**config.mk**
```make
export PLATFORM = sky130hd
export DESIGN_NAME = controller_fsm
export DESIGN_NICKNAME = d
export VERILOG_FILES = /design/src/rtl/ctrl_pkg.sv /design/src/rtl/ctrl_decode.sv /design/src/rtl/controller_fsm.sv
export SDC_FILE = /design/constraint.sdc
export NUM_CORES = 1
export LEC_CHECK = 0
export BUFFER_PORTS_ARGS = -buffer_cell sky130_fd_sc_hd__buf_4
export CORE_MARGIN = 5
export CORE_UTILIZATION = 42
export DETAILED_ROUTE_END_ITERATION = 16
export PLACE_DENSITY = 0.75
export SETUP_SLACK_MARGIN = 0.3
export SLEW_MARGIN = 0
export SYNTH_ARGS = -nofsm -noshare
export SYNTH_HDL_FRONTEND = slang
export SYNTH_HIERARCHICAL = 1
export SYNTH_SLANG_ARGS = --single-unit
```
**constraint.sdc**
```tcl
create_clock -name clk -period 2.3 [get_ports clk]
set_input_delay 0.46 -clock clk [delete_from_list [all_inputs] [get_ports clk]]
set_output_delay 0.46 -clock clk [all_outputs]
set_load 0.03 [all_outputs]
```
**src/rtl/ctrl_pkg.sv**
```systemverilog
// rtl/ctrl_pkg.sv - shared state, class and opcode definitions for the processor controller
package ctrl_pkg;

  typedef enum logic [1:0] {
    FETCH = 2'd0,
    S1    = 2'd1,
    S2    = 2'd2,
    S3    = 2'd3
  } state_t;

  typedef enum logic [1:0] {
    ALU  = 2'b00,
    RSV  = 2'b01,
    ADDI = 2'b10,
    SUBI = 2'b11
  } cls_t;

  localparam logic [3:0] OP_LD  = 4'b0000;
  localparam logic [3:0] OP_CP  = 4'b0001;
  localparam logic [3:0] OP_ADD = 4'b0010;
  localparam logic [3:0] OP_SUB = 4'b0011;
  localparam logic [3:0] OP_AND = 4'b0100;
  localparam logic [3:0] OP_OR  = 4'b0101;
  localparam logic [3:0] OP_XOR = 4'b0110;
  localparam logic [3:0] OP_NOT = 4'b0111;
  localparam logic [3:0] OP_LSL = 4'b1000;
  localparam logic [3:0] OP_LSR = 4'b1001;
  localparam logic [3:0] OP_ROL = 4'b1010;
  localparam logic [3:0] OP_ASR = 4'b1011;

  localparam logic [3:0] ALU_ADD = OP_ADD;
  localparam logic [3:0] ALU_SUB = OP_SUB;

endpackage

```
**src/rtl/ctrl_decode.sv**
```systemverilog
// rtl/ctrl_decode.sv - combinational field extraction from the instruction register
module ctrl_decode
  import ctrl_pkg::*;
#(
  parameter int DATA_W = 10,
  parameter int REG_AW = 2
) (
  input  logic [DATA_W-1:0] i_ir,
  output cls_t              o_cls,
  output logic [REG_AW-1:0] o_rx,
  output logic [REG_AW-1:0] o_ry,
  output logic [3:0]        o_op,
  output logic [DATA_W-1:0] o_imm,
  output logic              o_is_ld,
  output logic              o_is_cp
);

  // Field slicing: class on top, then rx, ry; op and immediate overlap the low bits.
  always_comb begin
    o_cls   = cls_t'(i_ir[DATA_W-1:DATA_W-2]);
    o_rx    = i_ir[DATA_W-3 -: REG_AW];
    o_ry    = i_ir[DATA_W-3-REG_AW -: REG_AW];
    o_op    = i_ir[3:0];
    o_imm   = {{(REG_AW+2){1'b0}}, i_ir[DATA_W-3-REG_AW:0]};
    o_is_ld = (o_cls == ALU) && (o_op == OP_LD);
    o_is_cp = (o_cls == ALU) && (o_op == OP_CP);
  end

endmodule

```
**src/rtl/controller_fsm.sv**
```systemverilog
// rtl/controller_fsm.sv - timestep FSM driving all datapath strobes; optional CTRL_ILLEGAL_TRAP_EN traps opcodes
module controller_fsm
  import ctrl_pkg::*;
#(
  parameter int DATA_W = 10,
  parameter int NREG   = 4
) (
  input  logic                     clk,
  input  logic                     rst,
  input  logic [DATA_W-1:0]        ext_data,
  input  logic                     ext_valid,
  output logic                     ext_ready,
  output logic [DATA_W-1:0]        IMM,
  output logic                     IMMout,
  output logic [$clog2(NREG)-1:0]  Rin,
  output logic [$clog2(NREG)-1:0]  Rout,
  output logic                     ENW,
  output logic                     ENR,
  output logic                     Ain,
  output logic                     Gin,
  output logic                     Gout,
  output logic [3:0]               ALUcont,
  output logic                     Ext,
  output logic                     IRin,
  output logic [1:0]               T,
  output logic                     done,
  output logic                     illegal
);

  localparam int REG_AW = $clog2(NREG);

  state_t              r_state;
  state_t              w_next;
  logic [DATA_W-1:0]   r_ir;
  cls_t                w_cls;
  logic [REG_AW-1:0]   w_rx;
  logic [REG_AW-1:0]   w_ry;
  logic [3:0]          w_op;
  logic [DATA_W-1:0]   w_imm;
  logic                w_is_ld;
  logic                w_is_cp;
  logic                w_trap;

  ctrl_decode #(
    .DATA_W (DATA_W),
    .REG_AW (REG_AW)
  ) u_decode (
    .i_ir    (r_ir),
    .o_cls   (w_cls),
    .o_rx    (w_rx),
    .o_ry    (w_ry),
    .o_op    (w_op),
    .o_imm   (w_imm),
    .o_is_ld (w_is_ld),
    .o_is_cp (w_is_cp)
  );

  // Opcodes 1100..1111 and the reserved class trap only when the feature is built in.
  always_comb begin
`ifdef CTRL_ILLEGAL_TRAP_EN
    w_trap = ((w_cls == ALU) && (w_op[3:2] == 2'b11)) || (w_cls == RSV);
`else
    w_trap = 1'b0;
`endif
  end

  // State and instruction register; IR only loads on an accepted fetch.
  always_ff @(posedge clk) begin
    if (rst) begin
      r_state <= FETCH;
      r_ir    <= '0;
    end else begin
      r_state <= w_next;
      if ((r_state == FETCH) && ext_valid) begin
        r_ir <= ext_data;
      end
    end
  end

  // Next state and strobe decode; at most one bus driver is ever enabled per state.
  always_comb begin
    w_next    = r_state;
    ext_ready = 1'b0;
    IMM       = '0;
    IMMout    = 1'b0;
    Rin       = '0;
    Rout      = '0;
    ENW       = 1'b0;
    ENR       = 1'b0;
    Ain       = 1'b0;
    Gin       = 1'b0;
    Gout      = 1'b0;
    ALUcont   = 4'b0000;
    Ext       = 1'b0;
    IRin      = 1'b0;
    T         = r_state;
    done      = 1'b0;
    illegal   = 1'b0;
    case (r_state)
      FETCH: begin
        ext_ready = 1'b1;
        Ext       = ext_valid;
        IRin      = ext_valid;
        if (ext_valid) w_next = S1;
      end
      S1: begin
        if (w_trap) begin
          illegal = 1'b1;
          w_next  = FETCH;
        end else if (w_cls == RSV) begin
          done   = 1'b1;
          w_next = FETCH;
        end else if (w_is_ld) begin
          // Load stalls here until the external source offers a word.
          ext_ready = 1'b1;
          Ext       = ext_valid;
          ENR       = ext_valid;
          Rin       = w_rx;
          done      = ext_valid;
          if (ext_valid) w_next = FETCH;
        end else if (w_is_cp) begin
          Rout   = w_ry;
          ENW    = 1'b1;
          Rin    = w_rx;
          ENR    = 1'b1;
          done   = 1'b1;
          w_next = FETCH;
        end else begin
          Rout   = w_rx;
          ENW    = 1'b1;
          Ain    = 1'b1;
          w_next = S2;
        end
      end
      S2: begin
        Gin    = 1'b1;
        w_next = S3;
        case (w_cls)
          ALU: begin
            Rout    = w_ry;
            ENW     = 1'b1;
            ALUcont = w_op;
          end
          ADDI: begin
            IMMout  = 1'b1;
            IMM     = w_imm;
            ALUcont = ALU_ADD;
          end
          SUBI: begin
            IMMout  = 1'b1;
            IMM     = w_imm;
            ALUcont = ALU_SUB;
          end
          default: ;
        endcase
      end
      S3: begin
        Gout   = 1'b1;
        Rin    = w_rx;
        ENR    = 1'b1;
        done   = 1'b1;
        w_next = FETCH;
      end
      default: w_next = FETCH;
    endcase
  end

endmodule

```
---- Word level (Yosys, flattened, before mapping) ----
Index checks and enable logic that the tools add are counted.
cells by class
  equality and inequality tests ........... 9
  multiplexer cells ....................... 44
  reductions and logical operators ........ 8
operators with widths
  operator                                                               number
  2-bit two-way mux                                                      12
  1-bit two-way mux                                                      20
  6-bit two-way mux                                                      2
  4-bit one-hot mux with 3 select lines                                  1
  1-bit one-hot mux with 2 select lines                                  5
  2-bit equality test, second input constant                             4
  2-bit one-hot mux with 2 select lines                                  2
  2-bit one-hot mux with 4 select lines                                  1
  2-bit by 1-bit equality test with 1-bit output, second input constant  2
  4-bit by 1-bit equality test with 1-bit output, second input constant  1
  2-bit zero test                                                        2
  4-bit zero test                                                        1
  4-bit two-way mux                                                      1
  4-bit != test, second input constant                                   1
  1-bit logical AND                                                      3
  2-bit != test, second input constant                                   1
  2-bit AND reduction                                                    1
  2-bit OR reduction                                                     1
storage, ports and cells
  register bits ........................... 12
  input port bits ......................... 13
  output and inout bits ................... 31
  word-level logic and storage cells ...... 63

---- Depth between registers and ports, before layout ----
  depth in word-level cells ............... 6
  depth in mapped cells ................... 7
  mapped depth without buffers ............ 6

---- By module ----
The synthesis kept the hierarchy.
by module, submodules not included
  module          instances  cells an instance  area each (um^2)  seq. area each (um^2)
  controller_fsm  1          115                835.8             240.2
  ctrl_decode     1          24                 182.7             0.0

---- Least setup slack after synthesis ----
Ideal clock, no wire load.
  kind .................................... register to output
  from .................................... register r_ir[9]
  to ...................................... output port Rin[0]
  data arrival time ....................... 2.075 ns
  data required time ...................... 1.840 ns
  path slack .............................. -0.235 ns
  stages on the path, launching flop included .. 6
  path buffers ............................ 0
  cell sequence ........................... dfxtp_1 -> or4_4 -> nor3_1 -> or2_2 -> a31oi_1 -> nor2b_1
between the ends
  elaborated cells between the ends (all ways) .. 8
  those cells by class .................... eq/ne: 1; mux: 4; reduce/logical: 3
RTL lines
  what                                   line                   RTL
  start, declared                        controller_fsm.sv:34   logic [DATA_W-1:0] r_ir;
  start signal, assigned                 controller_fsm.sv:75   r_ir <= ext_data;
  2-bit zero test                        ctrl_decode.sv:25      o_is_ld = (o_cls == ALU) && (o_op == OP_LD);
  1-bit logical AND                      ctrl_decode.sv:25
  net w_is_ld                            controller_fsm.sv:40   logic w_is_ld;
  2-bit two-way mux                      controller_fsm.sv:113  end else if (w_is_ld) begin
  2-bit two-way mux                      controller_fsm.sv:110  end else if (w_cls == RSV) begin
  2-bit one-hot mux with 2 select lines  controller_fsm.sv:99   case (r_state)
  end, declared                          controller_fsm.sv:15   output logic [$clog2(NREG)-1:0] Rin,
The timed path passes the listed nets, and every way through them passes these cells.

---- Worst setup path after layout ----
  from .................................... register r_ir[8]
  to ...................................... output port done
between the ends
  elaborated cells between the ends (all ways) .. 8
  those cells by class .................... eq/ne: 1; mux: 4; reduce/logical: 3
RTL lines
  what                                   line                   RTL
  2-bit zero test                        ctrl_decode.sv:25
  1-bit logical AND                      ctrl_decode.sv:25
  net w_is_ld                            controller_fsm.sv:40
  1-bit two-way mux                      controller_fsm.sv:113
  1-bit two-way mux                      controller_fsm.sv:110
  1-bit one-hot mux with 2 select lines  controller_fsm.sv:99
  end, declared                          controller_fsm.sv:26   output logic done,
The timed path passes the listed nets, and every way through them passes these cells.

==> flow_summary.ini <==
[floorplanning]
initial_core_util_pct = 45.2
die_height_microns = 59.2
ios = 44
fp.coreArea_sq_mm = 0.00225
dieArea_sq_mm = 0.00351
std_cell_rows = 17
die_x_microns = 59.2

[cells_and_area]
nNetsFinal = 184
drive_gt1_share_pct = 48.8
design_area_sq_mm = 0.00145
syn_to_final_growth_pct = 42.6
n_antenna_cell = 0
final_util_pct = 64.4
fill_cells = 181

[routing]
drtAntennaViolNets = 0
viasPerCell = 5.06
drt_iter0_markers = 22
routed.top_layer = met4
wl_microns = 2610
first_pass_iters = 4
m1WireLength_microns = 1000
drc = 0
vias = 982
wl_per_cell_microns = 13.5
dr_wl_met3_microns = 184
route.met2.wl_microns = 1420

[worst_setup_path]
path_depth = 6
r2r_setup_slack_ns = 0.58
critPathArrivalTime_ns = 2.05
critPathKind = reg -> out
critPathMaxFanout = 5
worst-path-buf-inv = 1
critPathMaxStageDelay_ns = 0.57
path_cells = or4_4 > nor3_4 > mux2i_1 > nand2_1 > a21o_4 > buf_6
required_ns = 1.84
r2r_start = r_ir[8]
cp-start-kind = flop
worst_r2r_path_depth = 6
endpoint_kind = primary output
path_delay_family = simple AND/OR/NAND/NOR gates
endpoint = done
crit_path_top_delay_cell = or4_4
startpoint = r_ir[8]

[clock_tree]
cts.sinks = 12
clk_path_buf_depth = 2
cts_made_buffers = 3
h-tree-depth = 1
clkLatencyLatePin_ns = 0.28
clk_pin_slew_ns = 0.08
cts_root_buf = clkbuf_4
cts_tree = yes

[global_routing]
grt-ovfl-total = 0
grt_pass1_wl_microns = 4460
grt_pass1_vias = 982
grt_usage_pct = 16.3
grt_start_max_net_pins = 18
antenna_found_initial = 0

[yosys]
yosys_warnings = 6
synthCells = 139
synth_enable_flop_cells = 0
synth.yosys.seq_area_share_pct = 23.6
synth_seq_cells = 12
syn-cell-area_sq_mm = 0.00102
avgSynthCellArea_sq_um = 7.33
synthArstFlopShare_pct = 0
synth_flop_cell = dfxtp_1
synth_cell_type_count = 34

[timing]
skew_ns = 0.00688
drv_slew = 0
fmax_mhz = 398
fin_hold_ws_ns = 0.430
finalSetupViolations = 8
post-route-min-period_ns = 2.51
post-route-worst-setup-slack_ns = -0.212
rsz0062_at_grt = yes
hold_violations = 0
period_share_pct = 109

[status]
status = finished, violations left
violations = setup timing

[placed_design]
port_buffers = 38
place_ws_ns = 0.0394
dp_hpwl_microns = 1970
place_congestion = 0.860
place_area_sq_mm = 0.00132

[worst_hold_path]
min_path_type = in -> reg

[power_and_ir_drop]
p_per_area_mw_per_mm2 = 531
irDropWorstVdd_v = 0.000536
p_total_w = 0.000772
leakagePower_nw = 0.657

[run]
max-cap-violations = 0
==> worst min-delay path, cell delays in order <==
cell	delay, ns
buf_4	0.11
nand2_1	0.05
a21oi_1	0.05
==> cell families after synthesis <==
logic type,Yosys count,synth area share (%)
buf+inv,33,20.8
other cells,2,0.737
simple gates,64,32.4
flops,12,23.6
fa+ha+maj,4,4.91
compound gates,23,16.6
mux,1,0.983
==> per-stage QoR <==
| stage | setup TNS, ns | instances |
|---|---|---|
| 6_report | -1.11 | 194 |
| 2_1_floorplan | 0 | 142 |
| 3_5_place_dp | 0 | 187 |
| 3_3_place_gp | 0 | 187 |
| 5_1_grt | -1.89 | 194 |
| 4_1_cts | -1.39 | 193 |
==> routing by layer <==
metal	vias to the layer above	track usage [%]
met1	459	17.6
li1	495	-
met3	2	5.23
met4	0	2.91
met2	26	30.7
met5	-	0
==> area by class of cell <==
type,count,area [sq um],area share [%]
clock buffer,4,36.3,2.50
inverter,5,23.8,1.64
multi-input combinational,97,714,49.2
sequential,12,245,16.9
tap,28,35.0,2.41
timing repair buffer,48,398,27.4
==> what timing repair did <==
action / CTS / global route
resized for setup: 14 / 8
hold buffers: 0 / 0
pin swaps: 4 / 2
setup buffers: 2 / 1
endpoints found under the hold margin: 0 / 0
endpoints found under the setup margin: 13 / 13
gates cloned: 0 / 0
==> cells in the mapped netlist, types with 2 or more instances <==
master,n,share of area [%]
clkbuf_1,5,1.8
o21a_1,2,1.5
buf_4,21,15
nand2_1,29,11
and2_1,2,1.2
nor2_1,4,1.5
o22ai_1,2,1.2
a21oi_1,11,5.4
nor2b_1,3,1.8
and3_1,10,6.1
conb_1,2,0.74
nand2b_1,4,2.5
nor3b_1,3,2.2
nand3_1,3,1.5
ha_1,4,4.9
inv_1,5,1.8
dfxtp_1,12,24
==> state kept, by name (all words and copies together), names as in the netlist, named ones only <==
signal	cells
r_ir	10
T	1
==> layout by cell type, fill, tap and decap left out, types with 2 or more instances in the layout <==
master | Yosys | routed
buf_4 | 21 | 38
nand2_1 | 29 | 29
and3_1 | 10 | 10
a21oi_1 | 11 | 10
buf_6 | 1 | 10
dfxtp_1 | 12 | 10
conb_1 | 2 | 5
nor2_1 | 4 | 4
nor3b_4 | 0 | 3
clkbuf_4 | 0 | 3
inv_4 | 0 | 2
nand2b_1 | 4 | 2
inv_1 | 5 | 2
nand2b_4 | 0 | 2
nor2b_2 | 0 | 2
nand3_1 | 3 | 2
o22ai_4 | 0 | 2
ha_1 | 4 | 2
==> worst min-delay path by stage <==
stage                     start      end  slack (ns)  cells after the start
global placement        r_ir[7]  r_ir[7]        0.46                      2
global route        ext_data[4]  r_ir[4]        0.43                      3
finish              ext_data[1]  r_ir[1]        0.43                      3
CTS                 ext_data[1]  r_ir[1]        0.43                      3
detailed placement      r_ir[6]  r_ir[6]        0.46                      2
floorplan               r_ir[6]  r_ir[6]        0.44                      2
==> power breakdown <==
group | internal [W] | switching [W]
Combinational | 0.000156 | 0.000197
Sequential | 0.000227 | 0.0000219
Clock | 0.0000962 | 0.0000742
Power figures use the tool's default switching activity.
